===== config.mk =====
export PLATFORM = sky130hd
export DESIGN_NAME = branch_predictor
export DESIGN_NICKNAME = d
export VERILOG_FILES = /design/src/rtl/bp_pkg.sv /design/src/rtl/bp_btb_table.sv /design/src/rtl/branch_predictor.sv
export SDC_FILE = /design/constraint.sdc
export NUM_CORES = 1
export LEC_CHECK = 0
export ABC_CLOCK_PERIOD_IN_PS = 7250
export CORE_MARGIN = 2
export CORE_UTILIZATION = 60
export DETAILED_ROUTE_END_ITERATION = 8
export DONT_BUFFER_PORTS = 1
export PLACE_DENSITY = 0.76
export SLEW_MARGIN = 10
export SYNTH_ARGS = -nofsm -noshare
export SYNTH_HDL_FRONTEND = slang
export SYNTH_SLANG_ARGS = --single-unit

===== constraint.sdc =====
create_clock -name clk -period 7.25 [get_ports clk]
set_clock_uncertainty 0.15 [all_clocks]
set_input_delay 1.0875 -clock clk [delete_from_list [all_inputs] [get_ports clk]]
set_output_delay 1.0875 -clock clk [all_outputs]
set_load 0.02 [all_outputs]

===== src/rtl/bp_pkg.sv =====
// Shared definitions for the fetch-stage branch predictor: 2-bit counter
// encoding, the BTB entry layout and the saturating counter update.
package bp_pkg;

  // Two-bit saturating direction counter; bit 1 is the predicted direction.
  localparam logic [1:0] CTR_SNT   = 2'b00;  // strong not-taken
  localparam logic [1:0] CTR_WNT   = 2'b01;  // weak not-taken
  localparam logic [1:0] CTR_WT    = 2'b10;  // weak taken
  localparam logic [1:0] CTR_ST    = 2'b11;  // strong taken
  localparam logic [1:0] CTR_RESET = CTR_WNT;

  // Entry layout for the default geometry (16 entries, 32-bit PC).
  localparam int BP_PC_WIDTH = 32;
  localparam int BP_ENTRIES  = 16;
  localparam int BP_TAG_W    = BP_PC_WIDTH - $clog2(BP_ENTRIES) - 2;

  typedef struct packed {
    logic                   valid;
    logic [BP_TAG_W-1:0]    tag;
    logic [BP_PC_WIDTH-1:0] target;
    logic [1:0]             ctr;
  } btb_entry_t;

  // Move the counter one step toward the resolved direction, saturating.
  function automatic logic [1:0] sat_update(input logic [1:0] ctr,
                                            input logic       taken);
    logic [1:0] nxt;
    nxt = ctr;
    if (taken) begin
      if (ctr != CTR_ST) nxt = ctr + 2'd1;
    end else begin
      if (ctr != CTR_SNT) nxt = ctr - 2'd1;
    end
    return nxt;
  endfunction

endpackage


===== src/rtl/bp_btb_table.sv =====
// Direct-mapped BTB storage: one combinational lookup port for fetch, one
// combinational read port for the resolving branch, and one write port
// addressed by that same resolving branch. Reads return pre-write contents.
module bp_btb_table
  import bp_pkg::*;
#(
  parameter  int ENTRIES  = 16,
  parameter  int PC_WIDTH = 32,
  localparam int IDX_W    = $clog2(ENTRIES),
  localparam int TAG_W    = PC_WIDTH - IDX_W - 2
) (
  input  logic                clk,
  input  logic                rst,
  // fetch lookup port
  input  logic [IDX_W-1:0]    i_lk_idx,
  input  logic [TAG_W-1:0]    i_lk_tag,
  output logic                o_lk_hit,
  output logic                o_lk_taken,
  output logic [PC_WIDTH-1:0] o_lk_target,
  // resolve-side read port (also addresses the write)
  input  logic [IDX_W-1:0]    i_up_idx,
  input  logic [TAG_W-1:0]    i_up_tag,
  output logic                o_up_hit,
  output logic [1:0]          o_up_ctr,
  output logic [PC_WIDTH-1:0] o_up_target,
  // write port; a write always marks the entry valid and installs i_up_tag
  input  logic                i_wr_en,
  input  logic [1:0]          i_wr_ctr,
  input  logic [PC_WIDTH-1:0] i_wr_target
);

  logic [ENTRIES-1:0]  r_valid;
  logic [1:0]          r_ctr    [ENTRIES];
  logic [TAG_W-1:0]    r_tag    [ENTRIES];
  logic [PC_WIDTH-1:0] r_target [ENTRIES];

  // Valid bits and counters are reset; writes are suppressed in a reset cycle.
  always_ff @(posedge clk) begin
    if (rst) begin
      r_valid <= '0;
      for (int i = 0; i < ENTRIES; i++) r_ctr[i] <= CTR_RESET;
    end else if (i_wr_en) begin
      r_valid[i_up_idx] <= 1'b1;
      r_ctr[i_up_idx]   <= i_wr_ctr;
    end
  end

  // Tag and target need no reset: they are only trusted behind a valid bit.
  always_ff @(posedge clk) begin
    if (!rst && i_wr_en) begin
      r_tag[i_up_idx]    <= i_up_tag;
      r_target[i_up_idx] <= i_wr_target;
    end
  end

  assign o_lk_hit    = r_valid[i_lk_idx] && (r_tag[i_lk_idx] == i_lk_tag);
  assign o_lk_taken  = r_ctr[i_lk_idx][1];
  assign o_lk_target = r_target[i_lk_idx];

  assign o_up_hit    = r_valid[i_up_idx] && (r_tag[i_up_idx] == i_up_tag);
  assign o_up_ctr    = r_ctr[i_up_idx];
  assign o_up_target = r_target[i_up_idx];

endmodule


===== src/rtl/branch_predictor.sv =====
// Fetch-stage dynamic branch predictor. Predicts from the BTB in F, carries
// the prediction through D and E for the controller, and trains the BTB when
// a conditional branch resolves in E.
module branch_predictor
  import bp_pkg::*;
#(
  parameter int ENTRIES  = 16,
  parameter int PC_WIDTH = 32
) (
  input  logic                clk,
  input  logic                rst,
  input  logic [PC_WIDTH-1:0] F_pc,
  input  logic                stall,
  input  logic                flush,
  output logic                F_pred_taken,
  output logic [PC_WIDTH-1:0] F_pred_target,
  output logic                E_pred_taken,
  output logic                E_pred_valid,
  input  logic                E_is_branch,
  input  logic                E_branch_taken,
  input  logic [PC_WIDTH-1:0] E_pc,
  input  logic [PC_WIDTH-1:0] E_target
);

  localparam int IDX_W = $clog2(ENTRIES);
  localparam int TAG_W = PC_WIDTH - IDX_W - 2;

  // Instruction addresses are word aligned, so the two low bits carry nothing.
  logic w_unused_pc_lsbs;
  assign w_unused_pc_lsbs = ^{F_pc[1:0], E_pc[1:0]};

  logic [IDX_W-1:0]    w_f_idx, w_e_idx;
  logic [TAG_W-1:0]    w_f_tag, w_e_tag;
  logic                w_f_hit, w_f_taken;
  logic [PC_WIDTH-1:0] w_f_target;
  logic                w_e_hit;
  logic [1:0]          w_e_ctr;
  logic [PC_WIDTH-1:0] w_e_target_old;
  logic                w_wr_en;
  logic [1:0]          w_wr_ctr;
  logic [PC_WIDTH-1:0] w_wr_target;

  logic r_d_pred_valid, r_d_pred_taken;
  logic r_e_pred_valid, r_e_pred_taken;

  assign w_f_idx = F_pc[IDX_W+1:2];
  assign w_f_tag = F_pc[PC_WIDTH-1:IDX_W+2];
  assign w_e_idx = E_pc[IDX_W+1:2];
  assign w_e_tag = E_pc[PC_WIDTH-1:IDX_W+2];

  bp_btb_table #(
    .ENTRIES  (ENTRIES),
    .PC_WIDTH (PC_WIDTH)
  ) u_btb (
    .clk         (clk),
    .rst         (rst),
    .i_lk_idx    (w_f_idx),
    .i_lk_tag    (w_f_tag),
    .o_lk_hit    (w_f_hit),
    .o_lk_taken  (w_f_taken),
    .o_lk_target (w_f_target),
    .i_up_idx    (w_e_idx),
    .i_up_tag    (w_e_tag),
    .o_up_hit    (w_e_hit),
    .o_up_ctr    (w_e_ctr),
    .o_up_target (w_e_target_old),
    .i_wr_en     (w_wr_en),
    .i_wr_ctr    (w_wr_ctr),
    .i_wr_target (w_wr_target)
  );

  assign F_pred_taken  = w_f_hit && w_f_taken;
  assign F_pred_target = w_f_hit ? w_f_target : '0;

  // Train on a hit, allocate weak-taken on a taken miss, ignore not-taken misses.
  always_comb begin
    w_wr_en     = 1'b0;
    w_wr_ctr    = w_e_ctr;
    w_wr_target = w_e_target_old;
    if (E_is_branch) begin
      if (w_e_hit) begin
        w_wr_en  = 1'b1;
        w_wr_ctr = sat_update(w_e_ctr, E_branch_taken);
        if (E_branch_taken) w_wr_target = E_target;
      end else if (E_branch_taken) begin
        w_wr_en     = 1'b1;
        w_wr_ctr    = CTR_WT;
        w_wr_target = E_target;
      end
    end
  end

  // F->D prediction register: flush clears, stall holds, otherwise capture.
  always_ff @(posedge clk) begin
    if (rst || flush) begin
      r_d_pred_valid <= 1'b0;
      r_d_pred_taken <= 1'b0;
    end else if (!stall) begin
      r_d_pred_valid <= w_f_hit;
      r_d_pred_taken <= F_pred_taken;
    end
  end

  // D->E prediction register: stall or flush inserts the same bubble as the controller.
  always_ff @(posedge clk) begin
    if (rst || flush || stall) begin
      r_e_pred_valid <= 1'b0;
      r_e_pred_taken <= 1'b0;
    end else begin
      r_e_pred_valid <= r_d_pred_valid;
      r_e_pred_taken <= r_d_pred_taken;
    end
  end

  assign E_pred_valid = r_e_pred_valid;
  assign E_pred_taken = r_e_pred_taken;

endmodule


==> qor.yml, run 1 <==
outcome: "finished with violations"
violations: "slew limit, setup timing"
place_congestion: 0.846
syn-num-nets: 2092
maxSlewHeadroom_pct: -23.4
cp_data_required_time_ns: 6.01
grt_pass1_wl_mm: 149
grt_pass1_vias: 22100
final_common_cell: "edfxtp_1"
slew_viol_final: 111
htree_levels: 3
tns_ns: -5.66
hold_depth: 1
syn_area_um2: 42200
antenna_found_initial: 2
p_per_area_nw_per_um2: 251
dp_hpwl_mm: 51.8
end_kind: "primary output"
clkSinkCount: 980
io_pins: 137
hold_path.class: "reg2reg"
cp.depth: 7
clkTransAtPathRegs_ns: 0.06
synth_ff_type: "edfxtp_1"
synth.ff_latch_count: 980
final_cell_mix: "edfxtp_1 (960), mux4_2 (399), clkbuf_16 (98), mux2i_1 (60), xnor2_1 (51)"
synth_cell_types: 62
drive_above_1_share_pct: 31.0
grt_setup_unrepaired: "no"
finalHoldViolCount: 0
ys_seq_area_share_pct: 69.3
syn_inst: 1990
final-setup-viol-count: 33
fin_crit_ns: 7.45
fin_area_um2: 46500
numCtsBuffers: 97
crit_path_cell_trace: "mux4_2 > mux4_2 > xnor2_1 > nand2_1 > or4_1 > or4_2 > nor2b_1"
rows: 97
die_h_um: 269
avgSynthCellArea_um2: 21.2
drc: 0
worst-r2r-cell-count: 11
die_x_um: 269
fp.dieArea_um2: 72400
coreArea_um2: 69800
routedWlPerCell_um: 33.4
pre_cts_slack_ns: 0.980
placed_cells: 2843
firstDrtPassIters: 7
layout_setup_ws_ns: -0.200
grt_usage_pct: 28.4
clock_latency_ns: 0.67
path_common_cell: "mux4_2"
drtAntennaViolNets: 0
cts_resized: 0
routed_wl_mm: 101
async_reset_ff_share_pct: 0
synth_edf_count: 960
peakVddDrop_mv: 0.236
fmaxAchievable_mhz: 134
cp.arrival_ns: 6.21
n_antenna_cell: 0
drtIter0Drc: 2643
postCtsSetupBuffers: 0
p_leak_nw: 14.2
critical_path_class: "in2out"
num_vias: 21000
cp_num_buf_inv: 0
power_mw: 11.7
io_buffers: 0
tightest_slew_ns: 1.85
slowest_stage: "or4_2"
viasPerCell: 6.95
initial_core_util_pct: 60.4
hold_buffers: 0
path_max_fanout: 240
cts-root-buf: "clkbuf_16"
synthToLayoutAreaGrowth_pct: 10.2
dpl_cell_area_um2: 43400
startpoint_type: "input port"
final.period_utilization_pct: 103
nets: 2104
maxCapViolCount: 0
grt_max_degree: 241
synth_warnings: 0
slowest_delay_ns: 1.16
cts_tree: "built"
grt_overflow: 0
critPathTopFamily: "simple AND/OR/NAND/NOR gates"
clk_path_buf_depth: 3
final_cells: 3023
==> worst reg2reg max path: stages (launching register included) <==
cell and delay [ns]:
edfxtp_1 0.41, mux4_2 0.49, mux2i_1 0.26, xnor2_1 0.11, a2111o_1 0.34, or4_1 0.49
a2111oi_1 0.47, buf_4 0.21, a31oi_4 0.27, buf_4 0.39, nor2_4 0.60, buf_12 0.29
==> flip-flops by register name, indices dropped and copies added, names as in the netlist <==
name / flops
r_d_pred_taken: 1
E_pred_valid: 1
u_btb.r_valid: 16
u_btb.r_ctr: 32
u_btb.r_target: 512
E_pred_taken: 1
u_btb.r_tag: 416
r_d_pred_valid: 1
==> layer usage <==
metal | vias to the layer above | GRT usage, % | routed length (um)
met5 | - | 0 | 27
met4 | 4 | 10.0 | 3520
met3 | 218 | 7.52 | 9990
met2 | 1153 | 46.3 | 50800
met1 | 11100 | 37.8 | 36600
li1 | 8523 | - | -
==> through the flow <==
step	utilization [%]	hold WS (ns)
after floorplan	-	0.280
after global placement	62.2	0.284
after detailed placement	62.2	0.303
after CTS	66.6	0.307
after global routing	66.6	0.310
final	66.6	0.316
==> final cells by class <==
cell class / instances / area, um2
tap: 940 / 1180
clock inverter: 62 / 552
timing repair buffer: 40 / 375
clock buffer: 118 / 2530
sequential: 980 / 29200
inverter: 30 / 113
fill: 4301 / 23300
multi-input combinational: 853 / 12500
==> power by group <==
group | total [mW] | internal (mW) | switching, mW | leakage (nW)
registers | 6.29 | 6.27 | 0.0194 | 8.82
logic | 0.531 | 0.322 | 0.209 | 3.84
clock network | 4.86 | 2.72 | 2.15 | 1.52
==> worst paths after layout <==
check                                      from  slack (ns)                           end
hold / removal      r_d_pred_taken$_SDFFE_PP0N_        0.32       E_pred_taken$_SDFF_PP0_
setup reg to reg  u_btb.r_tag[11][12]$_DFFE_PP_        2.46  u_btb.r_tag[3][21]$_DFFE_PP_
hold reg to reg     r_d_pred_taken$_SDFFE_PP0N_        0.32       E_pred_taken$_SDFF_PP0_
setup / recovery                        F_pc[2]       -0.20             F_pred_target[28]
==> kinds of logic (layout without fill, tap and decap cells) <==
logic type	after synthesis	count (layout)	share of synthesized area, %
compound gates	123	123	2.20
xor+xnor	57	57	1.18
fa+ha+maj	1	1	0.0237
buf+inv	157	250	1.62
flops	980	980	69.3
mux	485	485	23.4
simple gates	187	187	2.24
==> Yosys cell counts (all sizes together), types with 3 or more instances <==
cell type | n | area share, %
a2111oi | 3 | 0.11
a211oi | 21 | 0.39
a21oi | 5 | 0.059
a221oi | 7 | 0.15
a22o | 3 | 0.062
a22oi | 3 | 0.053
a31oi | 3 | 0.045
and2 | 8 | 0.12
buf | 62 | 0.78
clkbuf | 65 | 0.58
dfxtp | 20 | 0.95
edfxtp | 960 | 68
inv | 30 | 0.27
mux2 | 26 | 0.69
mux2i | 60 | 1.4
mux4 | 399 | 21
nand2 | 38 | 0.34
nand3 | 5 | 0.059
nand4 | 8 | 0.12
nor2 | 59 | 0.53
nor2b | 39 | 0.58
nor3 | 4 | 0.047
nor3b | 3 | 0.053
o211ai | 3 | 0.053
o21a | 3 | 0.053
o21ai | 6 | 0.071
o21bai | 16 | 0.28
o221ai | 3 | 0.062
o22ai | 28 | 0.42
o31ai | 3 | 0.053
o32ai | 3 | 0.062
or2 | 3 | 0.045
or4 | 4 | 0.071
xnor2 | 51 | 1.1
xor2 | 6 | 0.12
No activity file was read; power rests on OpenSTA's default activity.
==> run 2, diff against run 1 <==
- CORE_UTILIZATION: 60 -> 55
- CTS_BUF_LIST: unset -> sky130_fd_sc_hd__clkbuf_8
- MAX_ROUTING_LAYER: unset -> met4
- PLACE_DENSITY: 0.76 -> 0.7
==> qor.yml, run 2 (same netlist as run 1, synthesis figures left out) <==
outcome: "complete, no violations"  # was finished with violations
peakVddDrop_mv: 0.151  # was 0.236 mV
fp.dieArea_um2: 78900  # was 72400 um2
placed_cells: 2935  # was 2843
synthToLayoutAreaGrowth_pct: 9.98  # was 10.2%
hold_buffers: 0  # unchanged
finalHoldViolCount: 0  # unchanged
drtAntennaViolNets: 0  # unchanged
postCtsSetupBuffers: 0  # unchanged
final_cell_mix: "edfxtp_1 (960), mux4_2 (399), clkbuf_8 (161), inv_1 (84), mux2i_1 (60)"  # was edfxtp_1 (960), mux4_2 (399), clkbuf_16 (98), mux2i_1 (60), xnor2_1 (51)
viasPerCell: 6.55  # was 6.95
final_cells: 3215  # was 3023
nets: 2167  # was 2104
end_kind: "primary output"  # unchanged
critical_path_class: "in2out"  # unchanged
grt_usage_pct: 26.3  # was 28.4%
routedWlPerCell_um: 30.7  # was 33.4 um
rows: 101  # was 97
io_buffers: 0  # unchanged
seqCellArea_um2: 29200  # unchanged
grt_pass1_vias: 21800  # was 22100
final.period_utilization_pct: 86.9  # was 103%
slowest_delay_ns: 1.15  # was 1.16 ns
crit_path_cell_trace: "mux4_2 > mux4_2 > xnor2_1 > nand4_1 > or4_1 > or4_2 > nor2b_1"  # was mux4_2 > mux4_2 > xnor2_1 > nand2_1 > or4_1 > or4_2 > nor2b_1
rr_startpoint: "u_btb.r_tag[3][14]$_DFFE_PP_"  # was u_btb.r_tag[11][12]$_DFFE_PP_
die_h_um: 281  # was 269 um
grt_max_degree: 241  # unchanged
clkTransAtPathRegs_ns: 0.05  # was 0.06 ns
grt_overflow: 0  # unchanged
clock_latency_ns: 0.80  # was 0.67 ns
cp_data_required_time_ns: 6.01  # about the same
hold_path.class: "in2reg"  # was reg2reg
fin_crit_ns: 6.30  # was 7.45 ns
largest_register_ffs: 512  # unchanged
drive_above_1_share_pct: 31.8  # was 31.0%
die_x_um: 281  # was 269 um
worstSetupEndpoint: "F_pred_target[9]"  # was F_pred_target[28]
startpoint_type: "input port"  # unchanged
p_per_area_nw_per_um2: 240  # was 251 nW/um2
firstDrtPassIters: 5  # was 7
maxCapViolCount: 0  # unchanged
place_congestion: 0.818  # was 0.846
initial_core_util_pct: 55.5  # was 60.4%
maxSlewHeadroom_pct: 38.3  # was -23.4%
routed_wl_mm: 98.8  # was 101 mm
layout_setup_ws_ns: 0.948  # was -0.200 ns
fillers: 5285  # was 4301
clk_path_buf_depth: 3  # unchanged
top_register: "u_btb.r_target"  # unchanged
htree_levels: 4  # was 3
grt_setup_unrepaired: "no"  # unchanged
fmaxAchievable_mhz: 159  # was 134 MHz
drtIter0Drc: 1976  # was 2643
tightest_slew_ns: 0.925  # was 1.85 ns
cp-startpoint: "F_pc[2]"  # unchanged
num_vias: 21100  # was 21000
grt_pass1_wl_mm: 144  # was 149 mm
dp_hpwl_mm: 52.8  # was 51.8 mm
path_common_cell: "mux4_2"  # unchanged
slew_viol_final: 0  # was 111
reg2reg_to: "u_btb.r_tag[5][24]$_DFFE_PP_"  # was u_btb.r_tag[3][21]$_DFFE_PP_
top_regs: "u_btb.r_target x512, u_btb.r_tag x416, u_btb.r_ctr x32"  # unchanged
clkSinkCount: 980  # unchanged
power_mw: 11.1  # was 11.7 mW
slowest_stage: "or4_2"  # unchanged
io_pins: 137  # unchanged
path_max_fanout: 240  # unchanged
pre_cts_slack_ns: 0.983  # was 0.980 ns
coreArea_um2: 75900  # was 69800 um2
multi_input_comb_area_um2: 12500  # unchanged
p_leak_nw: 14.3  # was 14.2 nW
antenna_found_initial: 2  # unchanged
final_common_cell: "edfxtp_1"  # unchanged
cts_resized: 0  # unchanged
numCtsBuffers: 158  # was 97
cts-root-buf: "clkbuf_8"  # was clkbuf_16
cp.arrival_ns: 5.06  # was 6.21 ns
cts_tree: "built"  # unchanged
worst-r2r-cell-count: 9  # was 11
drc: 0  # unchanged
rrSetupSlack_ns: 2.38  # was 2.46 ns
hold_depth: 1  # unchanged
tns_ns: 0  # was -5.66 ns
final-setup-viol-count: 0  # was 33
==> run 2: how the worst min path moves through the flow <==
stage / startpoint / end / slack (ns)
after global placement: r_d_pred_valid$_SDFFE_PP0N_ / E_pred_valid$_SDFF_PP0_ / 0.29
after detailed placement: r_d_pred_valid$_SDFFE_PP0N_ / E_pred_valid$_SDFF_PP0_ / 0.30
after CTS: flush / r_d_pred_taken$_SDFFE_PP0N_ / 0.16
after floorplan: r_d_pred_valid$_SDFFE_PP0N_ / E_pred_valid$_SDFF_PP0_ / 0.28
final: flush / r_d_pred_taken$_SDFFE_PP0N_ / 0.20
after global routing: flush / r_d_pred_taken$_SDFFE_PP0N_ / 0.17
==> run 2: power breakdown <==
part           switching, mW  internal [mW]  leakage, nW
combinational          0.202          0.317         3.86
sequential            0.0161           6.27         8.82
clock                   2.18           2.13         1.65
==> run 2: per-layer routing <==
| metal | up-vias | wire length (um) | global-route usage, % |
|---|---|---|---|
| met5 | - | 0 | - |
| met4 | 0 | 2360 | 8.09 |
| met2 | 885 | 50300 | 42.5 |
| met1 | 11300 | 38600 | 34.0 |
| li1 | 8682 | - | - |
| met3 | 179 | 7510 | 5.61 |
==> run 2: critical path, delay by kind of cell <==
kind	cells	cell delay [ns]
AND/OR/NAND/NOR	4	2.38
multiplexers	2	1.07
XOR/XNOR	1	0.28
==> run 2: final cells by class <==
| type | count | area share [%] |
|---|---|---|
| antenna | 1 | 0.00539 |
| sequential | 980 | 63.0 |
| clock inverter | 118 | 1.32 |
| timing repair buffer | 42 | 0.869 |
| clock buffer | 161 | 4.78 |
| multi-input combinational | 853 | 27.0 |
| inverter | 30 | 0.243 |
| tap | 1030 | 2.78 |
==> run 2: stage by stage <==
step	cell area, um2	hold slack (ns)	utilization (%)
after floorplan	42200	0.280	-
after global placement	43600	0.285	57.3
after detailed placement	43600	0.305	57.3
after CTS	46400	0.157	61.1
after global routing	46400	0.167	61.1
final	46400	0.203	61.1
